<file path="config.mk">
export PLATFORM = sky130hd
export DESIGN_NAME = fpu_dispatch
export DESIGN_NICKNAME = d
export VERILOG_FILES = /design/src/rtl/fpu_dispatch.sv
export SDC_FILE = /design/constraint.sdc
export NUM_CORES = 1
export LEC_CHECK = 0
export ABC_AREA = 1
export BUFFER_PORTS_ARGS = -buffer_cell sky130_fd_sc_hd__clkbuf_2
export CAP_MARGIN = 15
export CORE_MARGIN = 4
export CORE_UTILIZATION = 38
export DETAILED_ROUTE_END_ITERATION = 12
export MAX_ROUTING_LAYER = met4
export PLACE_DENSITY = 0.66
export SYNTH_ARGS = -nofsm -noshare
export SYNTH_HDL_FRONTEND = slang
export SYNTH_SLANG_ARGS = --single-unit
</file>
<file path="constraint.sdc">
create_clock -name clk -period 4.49 [get_ports clk]
set_clock_uncertainty 0.15 [all_clocks]
set_input_delay 0.449 -clock clk [delete_from_list [all_inputs] [get_ports clk]]
set_output_delay 0.449 -clock clk [all_outputs]
set_load 0.01 [all_outputs]
</file>
<file path="src/rtl/fpu_dispatch.sv">
// Issues one decoded FP instruction at a time to the FPU command port and returns its completion.
// Optional watchdog on the ISSUE wait: define FPU_DISPATCH_TIMEOUT_EN.
//
// state | meaning
// IDLE  | waiting for a pipeline command (req_ready=1)
// ISSUE | command presented to the FPU (fpu_ready=1) until fpu_valid
// RESP  | completion held on rsp_* until consumed; also the FPU's idle cycle
module fpu_dispatch #(
    parameter int unsigned TIMEOUT = 1023
) (
    input  logic        clk,
    input  logic        rstn,
    input  logic        req_valid,
    output logic        req_ready,
    input  logic [5:0]  req_op,
    input  logic [4:0]  req_x1,
    input  logic [4:0]  req_x2,
    input  logic [4:0]  req_y,
    input  logic [31:0] req_data,
    output logic [5:0]  fpu_operation,
    output logic [4:0]  fpu_x1,
    output logic [4:0]  fpu_x2,
    output logic [4:0]  fpu_y,
    output logic [31:0] fpu_in_data,
    output logic        fpu_ready,
    input  logic        fpu_valid,
    input  logic        fpu_out_data1,
    input  logic [31:0] fpu_out_data32,
    output logic        rsp_valid,
    input  logic        rsp_ready,
    output logic [31:0] rsp_data,
    output logic        rsp_err
);

    localparam logic [5:0] OP_FADD = 6'b000000;
    localparam logic [5:0] OP_FSUB = 6'b000001;
    localparam logic [5:0] OP_FMUL = 6'b000010;
    localparam logic [5:0] OP_FNEG = 6'b010000;
    localparam logic [5:0] OP_FCLT = 6'b100000;
    localparam logic [5:0] OP_FTOI = 6'b111000;
    localparam logic [5:0] OP_ITOF = 6'b111001;
    localparam logic [5:0] OP_MOV  = 6'b111101;
    localparam logic [5:0] OP_SET  = 6'b111110;
    localparam logic [5:0] OP_GET  = 6'b111111;

    typedef enum logic [1:0] {
        S_IDLE  = 2'd0,
        S_ISSUE = 2'd1,
        S_RESP  = 2'd2
    } state_t;

    state_t      state_q, state_d;
    logic [5:0]  op_q, op_d;
    logic [4:0]  x1_q, x1_d, x2_q, x2_d, y_q, y_d;
    logic [31:0] data_q, data_d;
    logic [31:0] rsp_data_q, rsp_data_d;
    logic        rsp_err_q, rsp_err_d;
    logic        op_legal;

`ifdef FPU_DISPATCH_TIMEOUT_EN
    localparam int unsigned CNT_W = $clog2(TIMEOUT + 1);
    logic [CNT_W-1:0] cnt_q, cnt_d, cnt_inc;
    assign cnt_inc = cnt_q + CNT_W'(1);
`else
    logic unused_timeout;
    assign unused_timeout = (TIMEOUT != 0);
`endif

    always_comb begin
        unique case (req_op)
            OP_FADD, OP_FSUB, OP_FMUL, OP_FNEG, OP_FCLT,
            OP_FTOI, OP_ITOF, OP_MOV, OP_SET, OP_GET: op_legal = 1'b1;
            default:                                  op_legal = 1'b0;
        endcase
    end

    always_ff @(posedge clk or negedge rstn) begin
        if (!rstn) begin
            state_q    <= S_IDLE;
            op_q       <= '0;
            x1_q       <= '0;
            x2_q       <= '0;
            y_q        <= '0;
            data_q     <= '0;
            rsp_data_q <= '0;
            rsp_err_q  <= 1'b0;
`ifdef FPU_DISPATCH_TIMEOUT_EN
            cnt_q      <= '0;
`endif
        end else begin
            state_q    <= state_d;
            op_q       <= op_d;
            x1_q       <= x1_d;
            x2_q       <= x2_d;
            y_q        <= y_d;
            data_q     <= data_d;
            rsp_data_q <= rsp_data_d;
            rsp_err_q  <= rsp_err_d;
`ifdef FPU_DISPATCH_TIMEOUT_EN
            cnt_q      <= cnt_d;
`endif
        end
    end

    always_comb begin
        state_d    = state_q;
        op_d       = op_q;
        x1_d       = x1_q;
        x2_d       = x2_q;
        y_d        = y_q;
        data_d     = data_q;
        rsp_data_d = rsp_data_q;
        rsp_err_d  = rsp_err_q;
`ifdef FPU_DISPATCH_TIMEOUT_EN
        cnt_d      = cnt_q;
`endif
        unique case (state_q)
            S_IDLE: begin
                if (req_valid) begin
                    op_d       = req_op;
                    x1_d       = req_x1;
                    x2_d       = req_x2;
                    y_d        = req_y;
                    data_d     = req_data;
                    rsp_data_d = '0;
                    // Illegal opcodes bypass the FPU entirely and complete with an error.
                    rsp_err_d  = !op_legal;
                    state_d    = op_legal ? S_ISSUE : S_RESP;
`ifdef FPU_DISPATCH_TIMEOUT_EN
                    cnt_d      = '0;
`endif
                end
            end
            S_ISSUE: begin
                if (fpu_valid) begin
                    state_d   = S_RESP;
                    rsp_err_d = 1'b0;
                    unique case (op_q)
                        OP_FCLT:         rsp_data_d = {31'b0, fpu_out_data1};
                        OP_FTOI, OP_GET: rsp_data_d = fpu_out_data32;
                        default:         rsp_data_d = '0;
                    endcase
                end
`ifdef FPU_DISPATCH_TIMEOUT_EN
                else begin
                    cnt_d = cnt_inc;
                    if (cnt_inc == CNT_W'(TIMEOUT)) begin
                        state_d    = S_RESP;
                        rsp_err_d  = 1'b1;
                        rsp_data_d = 32'hFFFF_FFFF;
                    end
                end
`endif
            end
            S_RESP: begin
                if (rsp_ready) state_d = S_IDLE;
            end
            default: state_d = S_IDLE;
        endcase
    end

    always_comb begin
        req_ready     = 1'b0;
        fpu_ready     = 1'b0;
        fpu_operation = '0;
        fpu_x1        = '0;
        fpu_x2        = '0;
        fpu_y         = '0;
        fpu_in_data   = '0;
        rsp_valid     = 1'b0;
        rsp_data      = '0;
        rsp_err       = 1'b0;
        unique case (state_q)
            // Gated by rstn so the pipeline never sees ready while reset is held.
            S_IDLE: req_ready = rstn;
            S_ISSUE: begin
                fpu_ready     = 1'b1;
                fpu_operation = op_q;
                fpu_x1        = x1_q;
                fpu_x2        = x2_q;
                fpu_y         = y_q;
                fpu_in_data   = (op_q == OP_SET || op_q == OP_ITOF) ? data_q : '0;
            end
            S_RESP: begin
                rsp_valid = 1'b1;
                rsp_data  = rsp_data_q;
                rsp_err   = rsp_err_q;
            end
            default: ;
        endcase
    end

endmodule

</file>
### After elaboration in Yosys (flattened, before gate mapping)

Index checks and enable logic that the tools add are counted.

| operators by class | value |
|---|---|
| equality and inequality tests | 19 |
| mux-type cells | 24 |
| reductions and logical operators | 10 |

Operators by type and width:

| cell | count |
|---|---|
| $mux 32 | 5 |
| $pmux 32 s2 | 2 |
| $eq 6x6->1 const B | 11 |
| $mux 5 | 3 |
| $reduce_or 10->1 | 1 |
| $mux 2 | 4 |
| $mux 1 | 7 |
| $eq 6x1->1 const B | 1 |
| $eq 6x2->1 const B | 1 |
| $eq 6x5->1 const B | 1 |
| $logic_not 6->1 | 1 |
| $mux 6 | 1 |
| $ne 2x2->1 const B | 3 |
| $pmux 2 s3 | 1 |
| $reduce_and 3->1 | 2 |
| $eq 2x1->1 const B | 1 |
| $eq 2x2->1 const B | 1 |
| $logic_not 2->1 | 1 |
| $pmux 1 s2 | 1 |
| $reduce_and 2->1 | 1 |
| $reduce_bool 2->1 | 1 |
| $reduce_or 2->1 | 1 |
| $logic_not 1->1 | 1 |
| $logic_or 1x1->1 | 1 |

| storage, ports and cells | value |
|---|---|
| word-level logic and storage cells | 61 |
| flip-flop bits (word level) | 88 |

### Longest topological paths before layout

Gate-level depths: netlist of the first run.

| logic depth | value |
|---|---|
| depth in word-level cells | 6 |
| gate-level depth with buffers | 8 |
| gate-level depth less buffers | 8 |

### Least setup slack after synthesis of the first run

Ideal clock, no wire load.

| timing path | value |
|---|---|
| path type | reg2out |
| start point | reg op_q[2] |
| end point | out fpu_in_data[10] |
| slack | 2.756 ns |
| data arrival time | 1.135 ns |
| stages on the path, launching flop included | 7 |
| cell sequence | dfrtp_1 > nor2_1 > nand2_1 > a21oi_1 > nand2_2 > buf_6 > nor2_1 |

| on the way | value |
|---|---|
| word-level cells in the longest chain between the ends | 4 |

RTL lines:

| what | line | source |
|---|---|---|
| start: declaration | 53 | `logic [5:0] op_q, op_d;` |
| start signal: assignment | 92 | `op_q <= op_d;` |
| $eq 6x6->1 | 182 | `fpu_in_data = (op_q == OP_SET \|\| op_q == OP_ITOF) ? data_q : '0;` |
| $logic_or 1x1->1 * | 182 |  |
| $mux 32 * | 182 |  |
| $mux 32 * | 173 | `unique case (state_q)` |
| end: declaration | 24 | `output logic [31:0] fpu_in_data,` |

Mark *: on every way between the ends. The rest lies on a longest branch, timed or not.

### Final worst setup path of the first run

| timing path | value |
|---|---|
| start point | reg state_q[1] |
| end point | out fpu_operation[1] |

| on the way | value |
|---|---|
| word-level cells in the longest chain between the ends | 2 |

RTL lines:

| what | line | source |
|---|---|---|
| start: declaration | 52 | `state_t state_q, state_d;` |
| start signal: assignment | 91 | `state_q <= state_d;` |
| $eq 2x1->1 | 173 |  |
| $mux 6 | 173 |  |
| end: declaration | 20 | `output logic [5:0] fpu_operation,` |

No other way between the ends.

==> run summary, run 1 <==
status: completed
largest family of logic cells by synthesized area: simple AND/OR/NAND/NOR gates
Cells after Synth: 557
hold endpoint: data_q[12]
Rows: 38
fin nets: 812
Die Span Y: 114.1 um
hold_sp: req_data[12]
global-route wire length before repair: 18270 um
First-pass DRT Iterations: 4
pre-CTS setup slack: 1823 ps
Max Clk Rate: 336.8 MHz
area share of the largest cell type after synthesis: 51.49%
reg-to-reg critical path startpoint: state_q[1]
Area contributors post-synth: dfrtp_1, nand2_1, nor2_1
Hold Violations, Final: 0
GRT Total Usage: 17.80%
Detail Route Antenna Nets: 0
adder-cell share of the synthesized area: 0%
crit share post-route: 66.12%
mux share of post-synthesis cell area: 0%
hold path depth: 3
antenna violations before repair: 0
unrepaired setup endpoints after global routing: no
total power: 2.831 mW
Core Box Area: 10940 um^2
CTS tree: done
Die Span X: 114.1 um
Fill cells: 1080
Worst R2R Path Depth: 5
setup violators final: 0
xor/xnor share of the synthesized area: 0%
Die Footprint: 13020 um^2
Crit. End Element: primary output
Slew HR: 33.44%
Crit Path Max Fanout: 36
Least-Margin Pin Slew: 997.3 ps
syn_area_per_cell: 7.678 um^2
# clock sinks: 88
mapped cell area: 4277 um^2
Yosys cell types: 19
Period minus WS final: 2969 ps
Max Buffers Root-to-Sink: 2
crit path launch type: flip-flop
R2R Setup Slk: 2080 ps
Ant. Diodes: 0
worst hold path type: input port to flip-flop
Synth Net Count: 648
DR WL/cell: 12.63 um
RD Place Congestion: 0.7909
critical setup path kind: flip-flop to primary output
detailed-route DRC error count: 0
leakage power: 2.945 nW
final worst slack: 1521 ps
I/O pin count: 180
sequential area share after synthesis: 51.49%
Post-DP HPWL: 7649 um
IO buf count: 179
post-synthesis compound-gate area fraction: 7.314%
Yosys reg bits: 88
total wire length: 10940 um
layout cell share with drive strength beyond 1: 30.30%
maxcap violations: 0
Critical Path RT: 3890 ps
clock latency on the worst-skew pair: 330 ps
H-tree Lvls: 3
final hold slack: 162.4 ps
P per Cell Area: 509.7 nW/um^2
area delta synth->final: 29.87%
number of synthesized flops with an enable pin: 0
Final TNS setup: 0 ps
CTS root buf: clkbuf_16
Top FF cell, synth: dfrtp_1
via density per instance: 4.558
Clock Pin Slew Worst Setup and Hold Paths: 70 ps
Post-Synth Simple-Gate Area: 29.81%
Post-synth ARST share: 100.0%
arrival time worst endpoint: 2370 ps
largest net degree at the start of global routing: 75
Pins Over Slew Limit: 0
Setup Fix Bufs, Post-CTS: 0
Iter 0 DRT Violations: 300
CTS Buf Count: 9
cell taking the most area after synthesis: dfrtp_1
Initial Utilization: 39.11%
vias in the first global route: 3954
vias: 3947
Layout Utilization: 50.79%
YS warnings: 0
reg2reg end: rsp_data_q[15]
Max VDD drop: 0.2039 mV
grt total ovfl: 0
-- synth_stat cells (4+ instances only) --
library cell  count
nand2_1         172
nor2_1           95
dfrtp_1          88
inv_1            64
nand3_1          37
o21ai_1          37
buf_6            12
o21ai_2          10
buf_2             8
clkbuf_1          7
o21ai_0           6
buf_4             4
inv_2             4
nor2_4            4
-- per-stage QoR --
step | std cells | instance area, um^2
final | 866 | 5554
after global routing | 866 | 5554
after CTS | 864 | 5499
after detailed placement | 847 | 5134
after global placement | 847 | 5134
after floorplan | 557 | 4277
-- routing by layer --
| layer | share of wire [%] | GRT usage, % |
|---|---|---|
| met1 | 46 | 22.54 |
| met2 | 46 | 28.69 |
| met3 | 6.5 | 3.277 |
| met4 | 1.9 | 6.413 |
| met5 | 0 | - |
-- cell usage in the layout (no fill, tap or decap), drive strengths merged --
cell type and n:
a21oi 2, nand3 37, nand2 174, nand4 3, nor2 100, inv 68
dfrtp 88, clkbuf 189, o21ai 53, dlygate4sd3 1, buf 5, clkinvlp 1
clkinv 1, nor3 1, bufinv 3
-- critical path: stages (launching register included) --
cell	delay, ps
dfrtp_1	430
nor2_4	680
inv_1	520
nor2_1	240
clkbuf_2	160
-- worst max path at each step --
| stage | start | to | slack, ps | depth (start not counted) |
|---|---|---|---|---|
| global route | state_q[1] | fpu_operation[1] | 1280 | 4 |
| detailed placement | state_q[1] | fpu_operation[1] | 1820 | 4 |
| global placement | state_q[1] | fpu_operation[1] | 1940 | 4 |
| finish | state_q[1] | fpu_operation[1] | 1520 | 4 |
| CTS | state_q[1] | fpu_operation[1] | 1450 | 4 |
| floorplan | op_q[2] | fpu_in_data[10] | 2760 | 6 |
-- where the power goes --
| part | switching [mW] | leakage [nW] | internal (mW) |
|---|---|---|---|
| sequential | 0.125 | 1.14 | 1.03 |
| clock | 0.302 | 0.172 | 0.573 |
| combinational | 0.540 | 1.64 | 0.257 |
-- cells by family (layout without fill, tap and decap cells) --
group,Yosys count,after routing
AND/OR/NAND/NOR,315,315
buffers and inverters,99,268
flip-flops,88,88
AO/OA/AOI/OAI,55,55
-- repair_timing --
action	4_1_cts	5_1_grt
hold buffers	1	0
hold endpoints to repair	27	0
gates resized for setup	0	0
-- registers in the layout (all words and copies together), names as in the netlist --
register and flops:
data_q 32, op_q 6, rsp_data_q 32, rsp_err_q 1
state_q 2, x1_q 5, x2_q 5, y_q 5
-- cell type report --
cell class	count	area, um^2	share of cell area (%)
flip-flops and latches	88	2202	39.65
clock inverters	5	102.6	1.847
multi-input cells	370	1588	28.59
inverters	68	255.2	4.596
repair buffers	184	978.4	17.62
well taps	140	175.2	3.154
clock buffers	11	252.7	4.551
Note: power is estimated with default switching activity, not from simulation.
==> run 2, diff against run 1 <==
--- a/config.mk
+++ b/config.mk
@@ -12,7 +12,7 @@
 export CORE_UTILIZATION = 38
 export DETAILED_ROUTE_END_ITERATION = 12
 export MAX_ROUTING_LAYER = met4
-export PLACE_DENSITY = 0.66
+export PLACE_DENSITY = 0.68
 export SYNTH_ARGS = -nofsm -noshare
 export SYNTH_HDL_FRONTEND = slang
 export SYNTH_SLANG_ARGS = --single-unit
==> constraint.sdc (replaced) <==
create_clock -name clk -period 2.45 [get_ports clk]
set_clock_uncertainty 0.15 [all_clocks]
set_input_delay 0.245 -clock clk [delete_from_list [all_inputs] [get_ports clk]]
set_output_delay 0.245 -clock clk [all_outputs]
set_load 0.01 [all_outputs]
==> run summary, run 2 (synthesized netlist as in run 1, its figures left out) <==
status: finished with violations
failing checks: hold timing
vias in the first global route: 4244
CTS tree: done
Core Box Area: 10940 um^2
Die Span Y: 114.1 um
Iter 0 DRT Violations: 247
Post-DP HPWL: 8241 um
Max Buffers Root-to-Sink: 2
Setup Fix Bufs, Post-CTS: 0
Fill cells: 1015
fin nets: 861
Pins Over Slew Limit: 0
I/O pin count: 180
Worst R2R Path Depth: 7
via density per instance: 4.651
leakage power: 3.116 nW
Die Footprint: 13020 um^2
RD Place Congestion: 0.8433
Ant. Diodes: 0
detailed-route DRC error count: 0
Hold Violations, Final: 1
crit share post-route: 90.21%
leading cell type in the layout, fill and taps excluded: clkbuf_2
antenna violations before repair: 0
arrival time worst endpoint: 1820 ps
total wire length: 11890 um
reg-to-reg critical path startpoint: state_q[1]
Initial Utilization: 39.11%
critical setup path kind: flip-flop to primary output
Die Span X: 114.1 um
CTS root buf: clkbuf_16
Critical Path End: fpu_in_data[1]
Crit Path Max Fanout: 32
clock latency on the worst-skew pair: 330 ps
H-tree Lvls: 3
grt total ovfl: 0
Clock Pin Slew Worst Setup and Hold Paths: 60 ps
GRT Total Usage: 19.10%
maxcap violations: 0
total power: 4.965 mW
# clock sinks: 88
First-pass DRT Iterations: 4
Max VDD drop: 0.3649 mV
Critical Path RT: 2060 ps
Slew HR: 34.04%
crit path launch type: flip-flop
setup violators final: 0
layout cell share with drive strength beyond 1: 28.59%
worst hold path type: input port to flip-flop
commonest non-fill, non-tap cells in the layout: clkbuf_2, nand2_1, nor2_1, dfrtp_1, inv_1
R2R Setup Slk: 560 ps
largest net degree at the start of global routing: 49
CTS Buf Count: 9
DR WL/cell: 13.02 um
area delta synth->final: 38.94%
Largest regs: data_q x32, rsp_data_q x32, op_q x6
Final TNS setup: 0 ps
IO buf count: 179
Rows: 38
P per Cell Area: 835.7 nW/um^2
vias: 4246
final hold slack: -8.756 ps
unrepaired setup endpoints after global routing: no
reg2reg end: state_q[1]
Max Clk Rate: 452.5 MHz
Detail Route Antenna Nets: 0
global-route wire length before repair: 19720 um
crit path launch: op_q[3]
Period minus WS final: 2210 ps
Crit. End Element: primary output
Least-Margin Pin Slew: 988.4 ps
## run 2: changes by cell type in the layout (fill, tap and decap cells not counted), sizes merged
cell	before	now
buf	5	8
dlygate4sd3	1	47
bufinv	3	1
## run 2: layout make-up
cell class / count / area, um^2 / area share (%)
Sequential cell: 88 / 2202 / 37.06
Inverter: 68 / 255.2 / 4.296
Clock buffer: 11 / 252.7 / 4.254
Tap cell: 140 / 175.2 / 2.948
Timing Repair Buffer: 233 / 1421 / 23.92
Clock inverter: 3 / 42.54 / 0.7159
Multi-Input combinational cell: 370 / 1593 / 26.81
## run 2: repair_timing
| item | 4_1_cts | 5_1_grt |
|---|---|---|
| hold buffers | 47 | 0 |
| setup endpoints to repair | 0 | 21 |
| gates resized for setup | 0 | 1 |
| endpoints found under the hold margin | 57 | 0 |
## run 2: through the flow
step	setup WS [ps]	std cells	area, um^2	utilization (%)
final	240.0	913	5942	54.34
after global routing	102.3	913	5942	54.34
after CTS	125.1	913	5937	54.29
after detailed placement	495.3	852	5171	47.29
after global placement	593.6	852	5171	47.29
after floorplan	919.6	557	4277	-
## run 2: per-layer routing
layer  track usage, %  part of all wire [%]
met1            24.58                    43
met2            30.29                    49
met3            3.753                   6.0
met4            6.651                   2.2
met5                -                     0
## run 2: worst min path at each step
stage | from | endpoint | slack (ps) | cells after the start
after global routing | req_data[1] | data_q[1] | 4 | 3
after CTS | fpu_out_data32[10] | rsp_data_q[10] | 1 | 3
after detailed placement | rstn | rsp_data_q[23] | -40 | 1
after global placement | rstn | rsp_data_q[23] | -50 | 1
final | req_data[1] | data_q[1] | -9 | 3
after floorplan | rstn | data_q[0] | -200 | 0
## run 2: worst max-delay path, stage by stage (launching register included)
cell	delay (ps)
dfrtp_1	410
inv_2	60
nor2_1	130
nand2_1	60
a21oi_1	210
nand2_4	240
nor2_1	210
clkbuf_2	160
## run 2: where the power goes
group	total (mW)	switching (mW)	leakage [nW]	internal [mW]
Combinational	1.48	1.01	1.83	0.466
Clock	1.35	0.520	0.143	0.832
Sequential	2.14	0.239	1.14	1.90
Total	4.97	1.77	3.12	3.20
==> run 3, diff against run 2 <==
--- a/config.mk
+++ b/config.mk
@@ -13,6 +13,7 @@
 export DETAILED_ROUTE_END_ITERATION = 12
 export MAX_ROUTING_LAYER = met4
 export PLACE_DENSITY = 0.68
+export SETUP_SLACK_MARGIN = 0.3
 export SYNTH_ARGS = -nofsm -noshare
 export SYNTH_HDL_FRONTEND = slang
 export SYNTH_SLANG_ARGS = --single-unit
==> run summary, run 3 (synthesized netlist as in run 1, its figures left out) <==
status: finished with violations
failing checks: hold timing
vias: 4359
critical setup path kind: flip-flop to primary output
Post-DP HPWL: 8241 um
crit path launch type: flip-flop
CTS root buf: clkbuf_16
Max Clk Rate: 480.9 MHz
I/O pin count: 180
P per Cell Area: 841.9 nW/um^2
Crit. End Element: primary output
Clock Pin Slew Worst Setup and Hold Paths: 60 ps
largest net degree at the start of global routing: 49
detailed-route DRC error count: 0
Least-Margin Pin Slew: 997.0 ps
hold_sp: req_data[1]
Critical Path Max Stage Delay: 410 ps
area occupied by multi-input gates: 1765 um^2
Fill cells: 983
met1 wire length: 5271 um
Buf/Inv on CP: 3
GRT Total Usage: 19.46%
sequential share of power: 41.2%
First-pass DRT Iterations: 5
Die Span X: 114.1 um
commonest non-fill, non-tap cells in the layout: clkbuf_2, nand2_1, dfrtp_1, nor2_1, inv_1
Crit Path Max Fanout: 8
R2R Setup Slk: 550 ps
IO buf count: 179
layout cell share with drive strength beyond 1: 32.48%
logic depth of the worst path, buffers included: 7
Rows: 38
Ant. Diodes: 0
internal power: 3.288 mW
vias in the first global route: 4289
setup violators final: 0
crit path launch: op_q[1]
Initial Utilization: 39.11%
Iter 0 DRT Violations: 217
Worst path top cell family by delay: buffers and inverters
Detail Route Antenna Nets: 0
leakage power: 3.159 nW
Worst R2R Path Depth: 7
antenna violations before repair: 0
area delta synth->final: 44.53%
Slew HR: 33.46%
CTS tree: done
final hold slack: -3.505 ps
Comb power frac: 32.8%
CTS Buf Count: 9
DR WL/cell: 13.67 um
RD Place Congestion: 0.8433
switching pwr: 1.916 mW
H-tree Lvls: 3
Largest regs: data_q x32, rsp_data_q x32, op_q x6
Period minus WS final: 2079 ps
Die Span Y: 114.1 um
reg-to-reg critical path startpoint: state_q[1]
maxcap violations: 0
Critical Path RT: 2060 ps
crit share post-route: 84.87%
placed cells: 852
Final TNS setup: 0 ps
reg2reg end: state_q[1]
# clock sinks: 88
fin nets: 870
finished layout cell area: 6181 um^2
slowest CP cell: dfrtp_1
DR top layer: met4
storage element area: 2203 um^2
WL met2: 6209 um
unrepaired setup endpoints after global routing: yes
Core Box Area: 10940 um^2
Pins Over Slew Limit: 0
grt total ovfl: 0
Critical Path End: fpu_in_data[15]
global-route wire length before repair: 19990 um
arrival time worst endpoint: 1680 ps
Hold Violations, Final: 1
Placed Instance Area: 5171 um^2
clock power share: 26.0%
sw frac: 36.82%
clock latency on the worst-skew pair: 330 ps
worst hold path type: input port to flip-flop
leading cell type in the layout, fill and taps excluded: clkbuf_2
metal3 WL: 834 um
Max VDD drop: 0.3653 mV
total wire length: 12600 um
via density per instance: 4.728
total power: 5.203 mW
Max Buffers Root-to-Sink: 2
final std cells w/o fill: 922
Die Footprint: 13020 um^2
CP cell instances: inv_1, nand2_2, a21oi_4, buf_12, nand2_8, nor2_4, clkbuf_2
[run 3: worst min-delay path, delay by kind of cell]
family / cells / cell delay (ps)
buf+inv: 1 / 90
simple gates: 2 / 110
[run 3: worst min path at each step]
stage | endpoint | slack (ps) | cells after the start
after CTS | rsp_data_q[10] | 1 | 3
after detailed placement | rsp_data_q[23] | -40 | 1
after global routing | data_q[1] | 4 | 3
after global placement | rsp_data_q[23] | -50 | 1
after floorplan | data_q[0] | -200 | 0
final | data_q[1] | -4 | 3
[run 3: layout make-up]
type	instances	area share (%)
clock buffer	11	4.089
clock inverter	3	0.6883
inverter	68	4.190
multi-input combinational	373	28.56
sequential	88	35.65
tap	140	2.834
timing repair buffer	239	23.99
[run 3: timing repair]
action	in CTS	in global routing
cloned	1	2
hold buffers	47	0
setup endpoints to repair	32	34
pin swaps	1	4
gates resized for setup	4	39
endpoints found under the hold margin	57	0
setup buffers	0	6
[run 3: power by group through the flow]
stage          clock network [mW]  registers (mW)  logic (mW)
2_1_floorplan                   0            2.09        1.11
3_3_place_gp                    0            2.13        1.37
3_5_place_dp                    0            2.15        1.44
4_1_cts                      1.39            2.13        1.54
5_1_grt                      1.46            2.19        1.92
6_report                     1.35            2.14        1.71
[run 3: per-stage QoR]
| step | setup slack (ps) | utilization, % |
|---|---|---|
| 2_1_floorplan | 919.6 | - |
| 3_3_place_gp | 593.6 | 47.29 |
| 3_5_place_dp | 495.3 | 47.29 |
| 4_1_cts | 278.0 | 54.54 |
| 5_1_grt | 265.6 | 56.52 |
| 6_report | 370.6 | 56.52 |
[run 3: metal layers]
layer  track usage, %  vias to the layer above
met1            24.58                     2010
met2            31.23                      195
li1                 -                     2130
met5                -                        -
met4            7.205                        0
met3            3.753                       24
